$ cat config.mk
export PLATFORM = sky130hd
export DESIGN_NAME = uart_tx_engine_flat
export DESIGN_NICKNAME = d
export VERILOG_FILES = /design/src/rtl/uart_pkg.sv /design/src/rtl/uart_tx_engine_if.sv /design/src/rtl/uart_tx_engine.sv /design/src/flat_wrapper.sv
export SDC_FILE = /design/constraint.sdc
export NUM_CORES = 1
export LEC_CHECK = 0
export ABC_AREA = 1
export BUFFER_PORTS_ARGS = -buffer_cell sky130_fd_sc_hd__buf_2
export CAP_MARGIN = 10
export CORE_UTILIZATION = 50
export DETAILED_ROUTE_END_ITERATION = 16
export PLACE_DENSITY_LB_ADDON = 0.05
export SYNTH_ARGS = -nofsm -noshare
export SYNTH_HDL_FRONTEND = slang
export SYNTH_SLANG_ARGS = --single-unit
$ cat constraint.sdc
create_clock -name clk -period 2.2 [get_ports clk]
set_clock_uncertainty 0.2 [all_clocks]
set_input_delay 0.44 -clock clk [delete_from_list [all_inputs] [get_ports clk]]
set_output_delay 0.44 -clock clk [all_outputs]
set_load 0.02 [all_outputs]
$ cat src/rtl/uart_pkg.sv
// uart_pkg: shared UART types, stop-bit encodings and the stop-phase tick target.
package uart_pkg;
  localparam int OVRSAMPLING_DEF = 16;
  localparam logic [1:0] STOP_1 = 2'b00;
  localparam logic [1:0] STOP_1P5 = 2'b01;
  localparam logic [1:0] STOP_2 = 2'b10;
  typedef enum logic [2:0] {IDLE, START, DATA, PARITY, STOP} tx_state_t;
  // 2'b11 falls through to the 2-stop length
  function automatic logic [5:0] stop_ticks(input logic [1:0] sb);
    return sb == STOP_1 ? 6'd16 : sb == STOP_1P5 ? 6'd24 : 6'd32;
  endfunction
endpackage

$ cat src/rtl/uart_tx_engine_if.sv
// uart_tx_engine_if: frame request, format fields and serial outputs of the TX engine.
interface uart_tx_engine_if;
  logic s_tick;
  logic tx_start;
  logic [7:0] din;
  logic data_bit;
  logic parity_en;
  logic parity_pol;
  logic [1:0] stop_bits;
  logic tx_busy;
  logic tx_done_tick;
  logic tx;
  modport master (output s_tick, tx_start, din, data_bit, parity_en, parity_pol, stop_bits,
                  input tx_busy, tx_done_tick, tx);
  modport slave (input s_tick, tx_start, din, data_bit, parity_en, parity_pol, stop_bits,
                 output tx_busy, tx_done_tick, tx);
endinterface

$ cat src/rtl/uart_tx_engine.sv
// uart_tx_engine: serializes one byte per frame (start, 7/8 data LSB-first, optional parity, 1/1.5/2 stop).
module uart_tx_engine
  import uart_pkg::*;
#(
  parameter int OVRSAMPLING = OVRSAMPLING_DEF,
  parameter int DATA_BITS = 8
) (
  input logic clk,
  input logic reset,
  uart_tx_engine_if.slave bus
);
  localparam logic [4:0] S_LAST = 5'(OVRSAMPLING - 1);
  localparam logic [2:0] LAST8 = 3'(DATA_BITS - 1);
  localparam logic [2:0] LAST7 = 3'(DATA_BITS - 2);
  tx_state_t state_q, state_d;
  logic [4:0] s_cnt_q, s_cnt_d;
  logic [2:0] n_cnt_q, n_cnt_d;
  logic [DATA_BITS-1:0] sh_q, sh_d;
  logic b7_q, b7_d, pe_q, pe_d, par_q, par_d;
  logic [1:0] sb_q, sb_d;
  logic tx_q, tx_d, done_q, done_d;
  logic bit_end, stop_end;
  assign bit_end = bus.s_tick && s_cnt_q == S_LAST;
  assign stop_end = bus.s_tick && {1'b0, s_cnt_q} == stop_ticks(sb_q) - 6'd1;
  always_ff @(posedge clk or posedge reset) begin
    if (reset) begin
      state_q <= IDLE;
      s_cnt_q <= '0;
      n_cnt_q <= '0;
      sh_q <= '0;
      b7_q <= 1'b0;
      pe_q <= 1'b0;
      par_q <= 1'b0;
      sb_q <= '0;
      tx_q <= 1'b1;
      done_q <= 1'b0;
    end else begin
      state_q <= state_d;
      s_cnt_q <= s_cnt_d;
      n_cnt_q <= n_cnt_d;
      sh_q <= sh_d;
      b7_q <= b7_d;
      pe_q <= pe_d;
      par_q <= par_d;
      sb_q <= sb_d;
      tx_q <= tx_d;
      done_q <= done_d;
    end
  end
  always_comb begin
    state_d = state_q;
    s_cnt_d = (state_q != IDLE && bus.s_tick) ? s_cnt_q + 5'd1 : s_cnt_q;
    n_cnt_d = n_cnt_q;
    sh_d = sh_q;
    b7_d = b7_q;
    pe_d = pe_q;
    par_d = par_q;
    sb_d = sb_q;
    done_d = 1'b0;
    case (state_q)
      IDLE: if (bus.tx_start) begin
        state_d = START;
        s_cnt_d = '0;
        n_cnt_d = '0;
        sh_d = bus.din;
        b7_d = bus.data_bit;
        pe_d = bus.parity_en;
        // parity fixed at acceptance since the shifter consumes the data
        par_d = ^(bus.din & (bus.data_bit ? 8'h7F : 8'hFF)) ^ ~bus.parity_pol;
        sb_d = bus.stop_bits;
      end
      START: if (bit_end) begin
        s_cnt_d = '0;
        state_d = DATA;
      end
      DATA: if (bit_end) begin
        s_cnt_d = '0;
        sh_d = sh_q >> 1;
        n_cnt_d = n_cnt_q + 3'd1;
        if (n_cnt_q == (b7_q ? LAST7 : LAST8)) state_d = pe_q ? PARITY : STOP;
      end
      PARITY: if (bit_end) begin
        s_cnt_d = '0;
        state_d = STOP;
      end
      STOP: if (stop_end) begin
        s_cnt_d = '0;
        state_d = IDLE;
        done_d = 1'b1;
      end
      default: state_d = IDLE;
    endcase
    tx_d = state_q == START ? 1'b0 : state_q == DATA ? sh_q[0] : state_q == PARITY ? par_q : 1'b1;
  end
  assign bus.tx = tx_q;
  assign bus.tx_busy = state_q != IDLE;
  assign bus.tx_done_tick = done_q;
endmodule

$ cat src/flat_wrapper.sv
// flat-port wrapper written by rule: the top's interface ports become plain ports
module uart_tx_engine_flat import uart_pkg::*;
#(
  parameter int OVRSAMPLING = OVRSAMPLING_DEF,
  parameter int DATA_BITS = 8
)
  (clk, reset, bus_s_tick, bus_tx_start, bus_din, bus_data_bit, bus_parity_en, bus_parity_pol, bus_stop_bits, bus_tx_busy, bus_tx_done_tick, bus_tx);
  uart_tx_engine_if bus_i ();
  input logic clk;
  input logic reset;
  input wire logic [$bits(bus_i.s_tick)-1:0] bus_s_tick;
  input wire logic [$bits(bus_i.tx_start)-1:0] bus_tx_start;
  input wire logic [$bits(bus_i.din)-1:0] bus_din;
  input wire logic [$bits(bus_i.data_bit)-1:0] bus_data_bit;
  input wire logic [$bits(bus_i.parity_en)-1:0] bus_parity_en;
  input wire logic [$bits(bus_i.parity_pol)-1:0] bus_parity_pol;
  input wire logic [$bits(bus_i.stop_bits)-1:0] bus_stop_bits;
  output wire logic [$bits(bus_i.tx_busy)-1:0] bus_tx_busy;
  output wire logic [$bits(bus_i.tx_done_tick)-1:0] bus_tx_done_tick;
  output wire logic [$bits(bus_i.tx)-1:0] bus_tx;
  assign bus_i.s_tick = bus_s_tick;
  assign bus_i.tx_start = bus_tx_start;
  assign bus_i.din = bus_din;
  assign bus_i.data_bit = bus_data_bit;
  assign bus_i.parity_en = bus_parity_en;
  assign bus_i.parity_pol = bus_parity_pol;
  assign bus_i.stop_bits = bus_stop_bits;
  assign bus_tx_busy = bus_i.tx_busy;
  assign bus_tx_done_tick = bus_i.tx_done_tick;
  assign bus_tx = bus_i.tx;
  uart_tx_engine #(.OVRSAMPLING(OVRSAMPLING), .DATA_BITS(DATA_BITS)) u_core (.clk(clk), .reset(reset), .bus(bus_i));
endmodule
==> impl_metrics.json <==
{
  "post_drt_wl_per_cell_um": 11.2,
  "p_leak_uw": 0.000951,
  "synth_seq_cells": 26,
  "first_pass_iters": 4,
  "synth_nets": 221,
  "rows": 19,
  "rsz0062_at_grt": "no",
  "synth-seq-area-share_pct": 42.7,
  "min_period_over_period_pct": 90.9,
  "vias": 1302,
  "place_congestion": 0.813,
  "finalWirelength_um": 2870,
  "drc": 0,
  "antenna_found_initial": 0,
  "path_clk_slew_ps": 150,
  "path_class": "reg -> reg",
  "path_max_fanout": 20,
  "yosysWarnings": 0,
  "hold_viol": 0,
  "grt-ovfl-total": 0,
  "avgSynthCellArea_um2": 7.59,
  "postSynthCellCount": 201,
  "grt_max_degree": 27,
  "port-buffer-count": 19,
  "synth_area_um2": 1530,
  "grt_pass1_vias": 1210,
  "htreeDepth": 1,
  "max_stage_delay_ps": 440,
  "drv_cap": 0,
  "track_usage_pct": 20.4,
  "hold_path_class": "in -> reg",
  "fin_crit_ps": 2000,
  "cts_tree": "done",
  "relSlewSlack_pct": 77.9,
  "path_cells": "ha_1 -> nand2_1 -> nor2_1 -> ha_1 -> nand2_1 -> inv_1 -> nand2_2 -> nand2_2 -> and3_1 -> nor3_2",
  "drive_gt1_share_pct": 17.9,
  "vias_per_cell": 5.11,
  "antennaDiodeCount": 0,
  "power.density_nw_per_um2": 1190,
  "clk_latency_ps": 320,
  "cp.required_ps": 2260,
  "crit_arrival_ps": 2060,
  "areaGrowthSynthToFinish_pct": 12.5,
  "numCtsBuffers": 3,
  "die_h_um": 57.2,
  "critPathSlowestCell": "dfrtp_1",
  "endpoint_kind": "flip-flop",
  "clk_path_buf_depth": 2,
  "fp.dieW_um": 57.2,
  "start_kind": "flip-flop",
  "drtIter0Drc": 33,
  "initial_utilization_pct": 53.9,
  "fin_tns_setup_ps": 0,
  "grt_first_pass_wirelength_um": 5130,
  "fin_hold_ws_ps": 100,
  "peakVddDrop_v": 0.000548,
  "setup_viol": 0,
  "die_area_um2": 3280,
  "nNetsFinal": 245,
  "tightest_slew_ps": 332,
  "max_freq_mhz": 500,
  "synthDistinctLibCells": 29,
  "run_status": "completed",
  "hpwl_um": 2210,
  "io_pins": 20,
  "cts_num_sinks": 26,
  "core_region_area_um2": 2830,
  "root_buffer": "clkbuf_4",
  "power_uw": 2050,
  "slew_violations": 0,
  "ant_nets": 0
}
routing by layer:
layer  vias to the layer above  track usage (%)  wire [um]
met3                         2             4.76         78
met4                         0             3.14         21
met2                        21             37.8       1480
met5                         -                0          0
met1                       603             24.3       1290
li1                        676                -          -
area by class of cell:
cell class | instances | area (um^2)
timing repair buffer | 22 | 120
fill | 263 | 1110
sequential | 26 | 652
inverter | 39 | 146
tap | 31 | 38.8
clock buffer | 3 | 22.5
multi-input combinational | 133 | 706
clock inverter | 1 | 30.0
placed cells by master, fill, tap and decap left out, drive strengths merged, types with 3 or more instances in the layout:
cell type   n
buf        21
inv        39
nand3      13
nand2      60
o211ai      7
o21ai      18
nor2        9
a21oi       7
xor2        4
ha          3
dfrtp      25
clkbuf      3
path summary, 6_finish.rpt:
check	start	to	slack [ps]	cells after the start
max in group asynchronous	reset	u_core.bus.tx	1000	4
setup reg to reg	u_core.s_cnt_q[0]	u_core.n_cnt_q[2]	200	10
hold reg to reg	u_core.sh_q[0]	u_core.bus.tx	320	2
hold / removal	bus_stop_bits[0]	u_core.sb_q[0]	100	3
setup / recovery	u_core.s_cnt_q[0]	u_core.n_cnt_q[2]	200	10
min in group asynchronous	reset	u_core.sh_q[3]	500	4
sequential cells by signal, summed over array words and instances (netlist names), 2 cells and up:
signal,flops
u_core.s_cnt_q,5
u_core.sb_q,2
u_core.n_cnt_q,3
u_core.state_q,3
u_core.sh_q,8
timing repair:
action	CTS	global route
gates resized for setup	0	0
setup buffers	0	0
endpoints found under the hold margin	25	0
hold buffers	1	0
worst max-delay path: cells and delay by family, from the launching register on:
kind / cells / cell delay (ps)
buffers and inverters: 1 / 70
DFF: 1 / 440
adders and majority gates: 2 / 400
and+or+nand+nor: 7 / 830
logic make-up after synthesis:
family	synth area share [%]
and+or+nand+nor	26.7
buffers and inverters	11.0
AOI/OAI and AO/OA	13.6
DFF	42.7
xor gates and xnor gates	3.45
adders and majority gates	2.46
where the power goes:
group | total (uW) | switching, uW | internal, uW
Clock | 331 | 147 | 184
Sequential | 811 | 129 | 682
Combinational | 907 | 581 | 326
Total | 2050 | 856 | 1190
cell usage after synthesis (all sizes together):
cell    count  area, um^2
a21oi       7        42.5
or2         2        12.5
o211ai      7        52.6
dfrtp      25         626
inv        39         146
nor2        9        43.8
ha          3        37.5
nand3      13        65.1
buf         2        16.3
dfstp       1        26.3
clkbuf      1        5.00
xor2        4        35.0
o21ai      18        90.1
and3        1        6.26
nor3        2        15.0
nand2      60         250
nand3b      2        15.0
xnor2       2        17.5
o21bai      2        15.0
a22oi       1        7.51
per-stage QoR:
step / utilization [%] / instances / setup slack, ps / instance area (um^2)
3_3_place_gp: 58.4 / 250 / 282 / 1650
6_report: 60.6 / 255 / 201 / 1720
5_1_grt: 60.6 / 255 / 17.9 / 1720
2_1_floorplan: - / 201 / 421 / 1530
4_1_cts: 60.6 / 255 / 188 / 1720
3_5_place_dp: 58.4 / 250 / 218 / 1650
Power figures use the tool's default switching activity.
